[config.mk]
export PLATFORM = sky130hd
export DESIGN_NAME = dynamic_lighting_seq
export DESIGN_NICKNAME = d
export VERILOG_FILES = /design/src/rtl/dynamic_lighting_pkg.sv /design/src/rtl/lighting_prescaler.sv /design/src/rtl/dynamic_lighting_seq.sv
export SDC_FILE = /design/constraint.sdc
export NUM_CORES = 1
export LEC_CHECK = 0
export BUFFER_PORTS_ARGS = -buffer_cell sky130_fd_sc_hd__buf_2
export CAP_MARGIN = 15
export CELL_PAD_IN_SITES_DETAIL_PLACEMENT = 1
export CELL_PAD_IN_SITES_GLOBAL_PLACEMENT = 2
export CORE_MARGIN = 3
export CORE_UTILIZATION = 34
export DETAILED_ROUTE_END_ITERATION = 8
export PLACE_DENSITY = 0.77
export SLEW_MARGIN = 20
export SYNTH_ARGS = -nofsm -noshare
export SYNTH_HDL_FRONTEND = slang
export SYNTH_SLANG_ARGS = --single-unit
[constraint.sdc]
create_clock -name clk -period 5.1 [get_ports clk]
set_input_delay 0.51 -clock clk [delete_from_list [all_inputs] [get_ports clk]]
set_output_delay 0.51 -clock clk [all_outputs]
set_load 0.05 [all_outputs]
[src/rtl/dynamic_lighting_pkg.sv]
// rtl/dynamic_lighting_pkg.sv - mode/dir encodings and the shared next-code function
package dynamic_lighting_pkg;

  localparam logic [1:0] MODE_UP       = 2'b00;
  localparam logic [1:0] MODE_DOWN     = 2'b01;
  localparam logic [1:0] MODE_PINGPONG = 2'b10;
  localparam logic [1:0] MODE_HOLD     = 2'b11;

  localparam logic [0:0] DIR_UP   = 1'b0;
  localparam logic [0:0] DIR_DOWN = 1'b1;

  typedef struct packed {
    logic [31:0] code;
    logic        dir;
    logic        wrap;
  } next_t;

  // Endpoint compares come before +/-1, so in-range codes never overflow.
  // An out-of-range code recovers to lo heading up, flagged as a wrap.
  function automatic next_t next_code(input logic [1:0]  mode,
                                      input logic        dir,
                                      input logic [31:0] cur,
                                      input logic [31:0] lo,
                                      input logic [31:0] hi);
    next_t r;
    r.code = cur;
    r.dir  = dir;
    r.wrap = 1'b0;
    if (cur < lo || cur > hi) begin
      r.code = lo;
      r.dir  = DIR_UP;
      r.wrap = 1'b1;
    end else begin
      case (mode)
        MODE_UP: begin
          r.dir = DIR_UP;
          if (cur == hi) begin
            r.code = lo;
            r.wrap = 1'b1;
          end else begin
            r.code = cur + 32'd1;
          end
        end
        MODE_DOWN: begin
          r.dir = DIR_DOWN;
          if (cur == lo) begin
            r.code = hi;
            r.wrap = 1'b1;
          end else begin
            r.code = cur - 32'd1;
          end
        end
        MODE_PINGPONG: begin
          if (dir == DIR_UP) begin
            if (cur == hi) begin
              r.code = hi - 32'd1;
              r.dir  = DIR_DOWN;
              r.wrap = 1'b1;
            end else begin
              r.code = cur + 32'd1;
            end
          end else begin
            if (cur == lo) begin
              r.code = lo + 32'd1;
              r.dir  = DIR_UP;
              r.wrap = 1'b1;
            end else begin
              r.code = cur - 32'd1;
            end
          end
        end
        default: begin
        end
      endcase
    end
    return r;
  endfunction

endpackage

[src/rtl/lighting_prescaler.sv]
// rtl/lighting_prescaler.sv - step-rate divider, one tick every DIV enabled cycles
module lighting_prescaler
  import dynamic_lighting_pkg::*;
#(
  parameter int DIV = 1
) (
  input  logic clk,
  input  logic rst,
  input  logic en,
  input  logic clr,
  output logic tick
);

  localparam int CW = (DIV > 1) ? $clog2(DIV) : 1;
  localparam logic [CW-1:0] LAST = CW'(DIV - 1);

  logic [CW-1:0] count;

  // With DIV=1 the count never leaves 0, so tick simply follows en.
  assign tick = en & (count == LAST);

  // Count enabled cycles; restart on a tick or while cleared, freeze otherwise.
  always_ff @(posedge clk or negedge rst) begin
    if (!rst) begin
      count <= '0;
    end else if (clr || tick) begin
      count <= '0;
    end else if (en) begin
      count <= count + CW'(1);
    end
  end

endmodule

[src/rtl/dynamic_lighting_seq.sv]
// rtl/dynamic_lighting_seq.sv - colour sequencer: prescaled up/down/ping-pong stepping with strobes
module dynamic_lighting_seq
  import dynamic_lighting_pkg::*;
#(
  parameter int WIDTH    = 3,
  parameter int MIN_CODE = 1,
  parameter int MAX_CODE = 6,
  parameter int DIV      = 1
) (
  input  logic             clk,
  input  logic             rst,
  input  logic             button,
  input  logic [1:0]       mode,
  output logic [WIDTH-1:0] colour,
  output logic             step,
  output logic             wrap
);

  if (MIN_CODE < 0 || MIN_CODE >= MAX_CODE || MAX_CODE > (2 ** WIDTH) - 1 || DIV < 1)
  begin : g_param_check
    $error("dynamic_lighting_seq: illegal MIN_CODE/MAX_CODE/WIDTH/DIV");
  end

  localparam logic [WIDTH-1:0] MIN_C = WIDTH'(MIN_CODE);

  logic [WIDTH-1:0] colour_r;
  logic [WIDTH-1:0] cur_code;
  logic             dir_r;
  logic             en;
  logic             clr;
  logic             tick;
  next_t            nxt;
  logic             unused_code_hi;

  // HOLD both blocks stepping and restarts the prescaler; button only freezes it.
  assign en  = button & (mode != MODE_HOLD);
  assign clr = (mode == MODE_HOLD);

  lighting_prescaler #(.DIV(DIV)) u_prescaler (
    .clk  (clk),
    .rst  (rst),
    .en   (en),
    .clr  (clr),
    .tick (tick)
  );

  assign cur_code = colour_r;
  assign colour   = colour_r;

  assign nxt = next_code(mode, dir_r, 32'(cur_code), 32'(MIN_CODE), 32'(MAX_CODE));
  assign unused_code_hi = |nxt.code[31:WIDTH];

  // Colour and ping-pong direction advance only on step edges.
  always_ff @(posedge clk or negedge rst) begin
    if (!rst) begin
      colour_r <= MIN_C;
      dir_r    <= DIR_UP;
    end else if (tick) begin
      colour_r <= nxt.code[WIDTH-1:0];
      dir_r    <= nxt.dir;
    end
  end

  // Strobes are one cycle wide, aligned with the new colour value.
  always_ff @(posedge clk or negedge rst) begin
    if (!rst) begin
      step <= 1'b0;
      wrap <= 1'b0;
    end else begin
      step <= tick;
      wrap <= tick & nxt.wrap;
    end
  end

endmodule

==> impl_metrics.tcl <==
set metrics [dict create \
    outcome "completed" \
    start_util 0.3670 \
    min_path_type "in2async" \
    syn_avg_cell_area_um2 9.169 \
    ff2ff_setup_slack_ps 3250 \
    cp_data_arrival_time_ps 1980 \
    synth_area_um2 559.3 \
    synth_area_leaders "dfrtp_1 27%, ha_1 8.9%, dfstp_2 4.7%" \
    r2r-start "colour[0]" \
    cp-end-kind "register" \
    hpwl_mm 1.046 \
    fin_util 0.4122 \
    clk_path_buf_depth 2 \
    path_clk_slew_ps 50 \
    worstSkewPairLatency_ps 250 \
    clock_sinks 7 \
    clock.fmax_mhz 539.5 \
    skew_ps 2.273 \
    drtIter0Drc 6 \
    final.setup.tns_ps 0 \
    dp.cells 83 \
    ys_seq_area_frac 0.3154 \
    crit_type "reg2reg" \
    grt_pass1_wl_mm 2.380 \
    cts_hold_buf 0 \
    worstRegToRegCells 6 \
    vias_per_cell 5.920 \
    antenna_found_initial 0 \
    place_ws_ps 3263 \
    grt_overflow_total 0 \
    die_area_um2 2168 \
    syn2layout_area_growth_pct 12.30 \
    synth-seq-cells 7 \
    rsz0062_at_grt "false" \
    worst_pin_slew_ps 392.7 \
    path_delay_family "flip-flops" \
    layout_min_cycle_time_ps 1853 \
    netlist-cell-type-count 31 \
    cp_cell_sequence "inv_1 -> ha_1 -> nor2b_1 -> a21oi_1 -> o311a_1 -> a32o_1" \
    post_dp_cell_area_um2 601.8 \
    synthCells 61 \
    drc_errors 0 \
    crit_path_top_delay_cell "dfstp_2" \
    slew_headroom 0.7315 \
    power.leakage_uw 0.0003035 \
    cts_root_buf "clkbuf_4" \
    stdcell_count 87 \
    die_x_um 46.56 \
    r2r-end "colour[2]" \
    core_um2 1524 \
    globalplace.congestion 0.8010 \
    worstPathMaxFanout 7 \
    die_y_um 46.56 \
    crit_path_start_kind "register" \
    grt_pass1_vias 505 \
    required_ps 5230 \
    io_buffers 9 \
    wl_mm 1.322 \
    synth_warnings 0 \
    setup_viol 0 \
    synth_top_area_cell "dfrtp_1" \
    rows 14 \
    detail-route-antenna-nets 0 \
    track_usage 0.1597 \
    wl_per_cell_um 15.20 \
    cts_tree "built" \
    finalInstanceArea_um2 628.1 \
    p_per_area_nw_per_um2 604.3 \
    fin_ws_ps 3247 \
    postCtsSetupBuffers 0 \
    irDropWorstVdd_v 0.0003217 \
    cp_slowest_stage_delay_ps 580 \
    cts-resized-gates 0 \
    drive_above_1_share 0.1972 \
    cp_num_buf_inv 1 \
    hold_viol_final 0 \
    fin_nets 81 \
    htree_levels 1 \
    syn_nets 70 \
    drv_slew 0 \
    dr.pass1.iters 4 \
    cap_violations 0 \
    io_pins 10 \
    synth_top_area_share 0.2685 \
    route.vias.total 515 \
    antenna_cells 0 \
    grt_max_degree 15 \
    period_share 0.3634 \
    fill_cells 190 \
    cts_made_buffers 3 \
]
cells by family after synthesis:
kind of cell / share of synthesized area
compound gates: 0.2372
fa+ha+maj: 0.08949
buf+inv: 0.06710
flops: 0.3154
mux: 0.04699
simple gates: 0.2438
layer usage:
layer / up-vias / track usage / wire length [µm]
met4: 0 / 0.05114 / 12
met2: 16 / 0.2527 / 621
met1: 249 / 0.2056 / 614
li1: 248 / - / -
met5: - / 0 / 0
met3: 2 / 0.04688 / 73
worst reg2reg max path: cells and delay by family, from the launching register on:
kind                       cells  cell delay [ps]
DFF                            1              580
AOI/OAI and AO/OA              3              570
adders and majority gates      1              280
and+or+nand+nor                1              200
buffers and inverters          1              100
power by group:
group / internal [µW] / total [µW] / switching [µW]
Clock: 29.8 / 49.5 / 19.7
Sequential: 75.0 / 106 / 30.5
Combinational: 85.8 / 224 / 139
Total: 191 / 380 / 189
placed cells by master, fill, tap and decap left out:
cell / synthesis / layout
and2_0: 1 / 1
o221a_2: 1 / 1
a22oi_1: 1 / 1
o22a_1: 1 / 1
nor2_1: 2 / 2
o21a_1: 1 / 1
o31ai_1: 2 / 2
clkbuf_4: 0 / 3
nand3_1: 1 / 1
mux4_1: 1 / 1
nand2_1: 7 / 7
nor2b_1: 2 / 2
a31oi_1: 1 / 1
a32o_1: 1 / 1
clkbuf_1: 1 / 1
o22ai_1: 1 / 1
a2bb2oi_1: 1 / 1
and3b_1: 3 / 3
ha_1: 4 / 4
inv_1: 4 / 4
nand3b_1: 2 / 2
a21oi_1: 5 / 5
o211ai_1: 1 / 1
dfstp_2: 1 / 1
nand2b_1: 4 / 4
nor3_1: 1 / 1
o311a_1: 1 / 1
a2111oi_0: 1 / 1
buf_2: 0 / 9
dfrtp_1: 6 / 6
and2b_1: 1 / 1
through the flow:
stage	power [µW]	hold slack, ps
after detailed placement	333.1	350.2
after floorplan	285.2	214.4
after global placement	334.3	347.5
after global routing	416.5	75.54
final	379.6	81.73
after CTS	384.8	80.99
worst max path at each step:
stage / startpoint / end / cells after the start
final: colour[0] / colour[2] / 6
after global routing: colour[0] / colour[1] / 6
after CTS: colour[0] / colour[2] / 6
after detailed placement: colour[0] / colour[2] / 6
after global placement: colour[0] / colour[2] / 6
after floorplan: colour[1] / colour[2] / 6
synthesized netlist by cell type:
master,number
buf_6,1
a32o_1,1
o22ai_1,1
a2bb2oi_1,1
nand2b_1,4
nand3_1,1
o31ai_1,2
mux4_1,1
and2b_1,1
dfstp_2,1
and2_0,1
buf_4,1
o22a_1,1
ha_1,4
a31oi_1,1
nor2b_1,2
o221a_2,1
a21oi_1,5
nor2_1,2
a22oi_1,1
o311a_1,1
clkbuf_1,1
inv_1,4
nor3_1,1
dfrtp_1,6
o211ai_1,1
nand2_1,7
nand3b_1,2
and3b_1,3
o21a_1,1
a2111oi_0,1
state kept, by name (all words and copies together) (netlist names):
| signal | flops |
|---|---|
| u_prescaler.count | 1 |
| dir_r | 1 |
| colour | 3 |
| wrap | 1 |
| step | 1 |
cell type report:
| type | instances | area (µm²) | share of cell area |
|---|---|---|---|
| Multi-Input combinational cell | 47 | 345.3 | 0.5498 |
| Sequential cell | 7 | 176.4 | 0.2809 |
| Timing Repair Buffer | 9 | 45.04 | 0.07171 |
| Clock buffer | 4 | 26.28 | 0.04183 |
| Tap cell | 16 | 20.02 | 0.03187 |
| Inverter | 4 | 15.01 | 0.02390 |
Power figures use the tool's default switching activity.
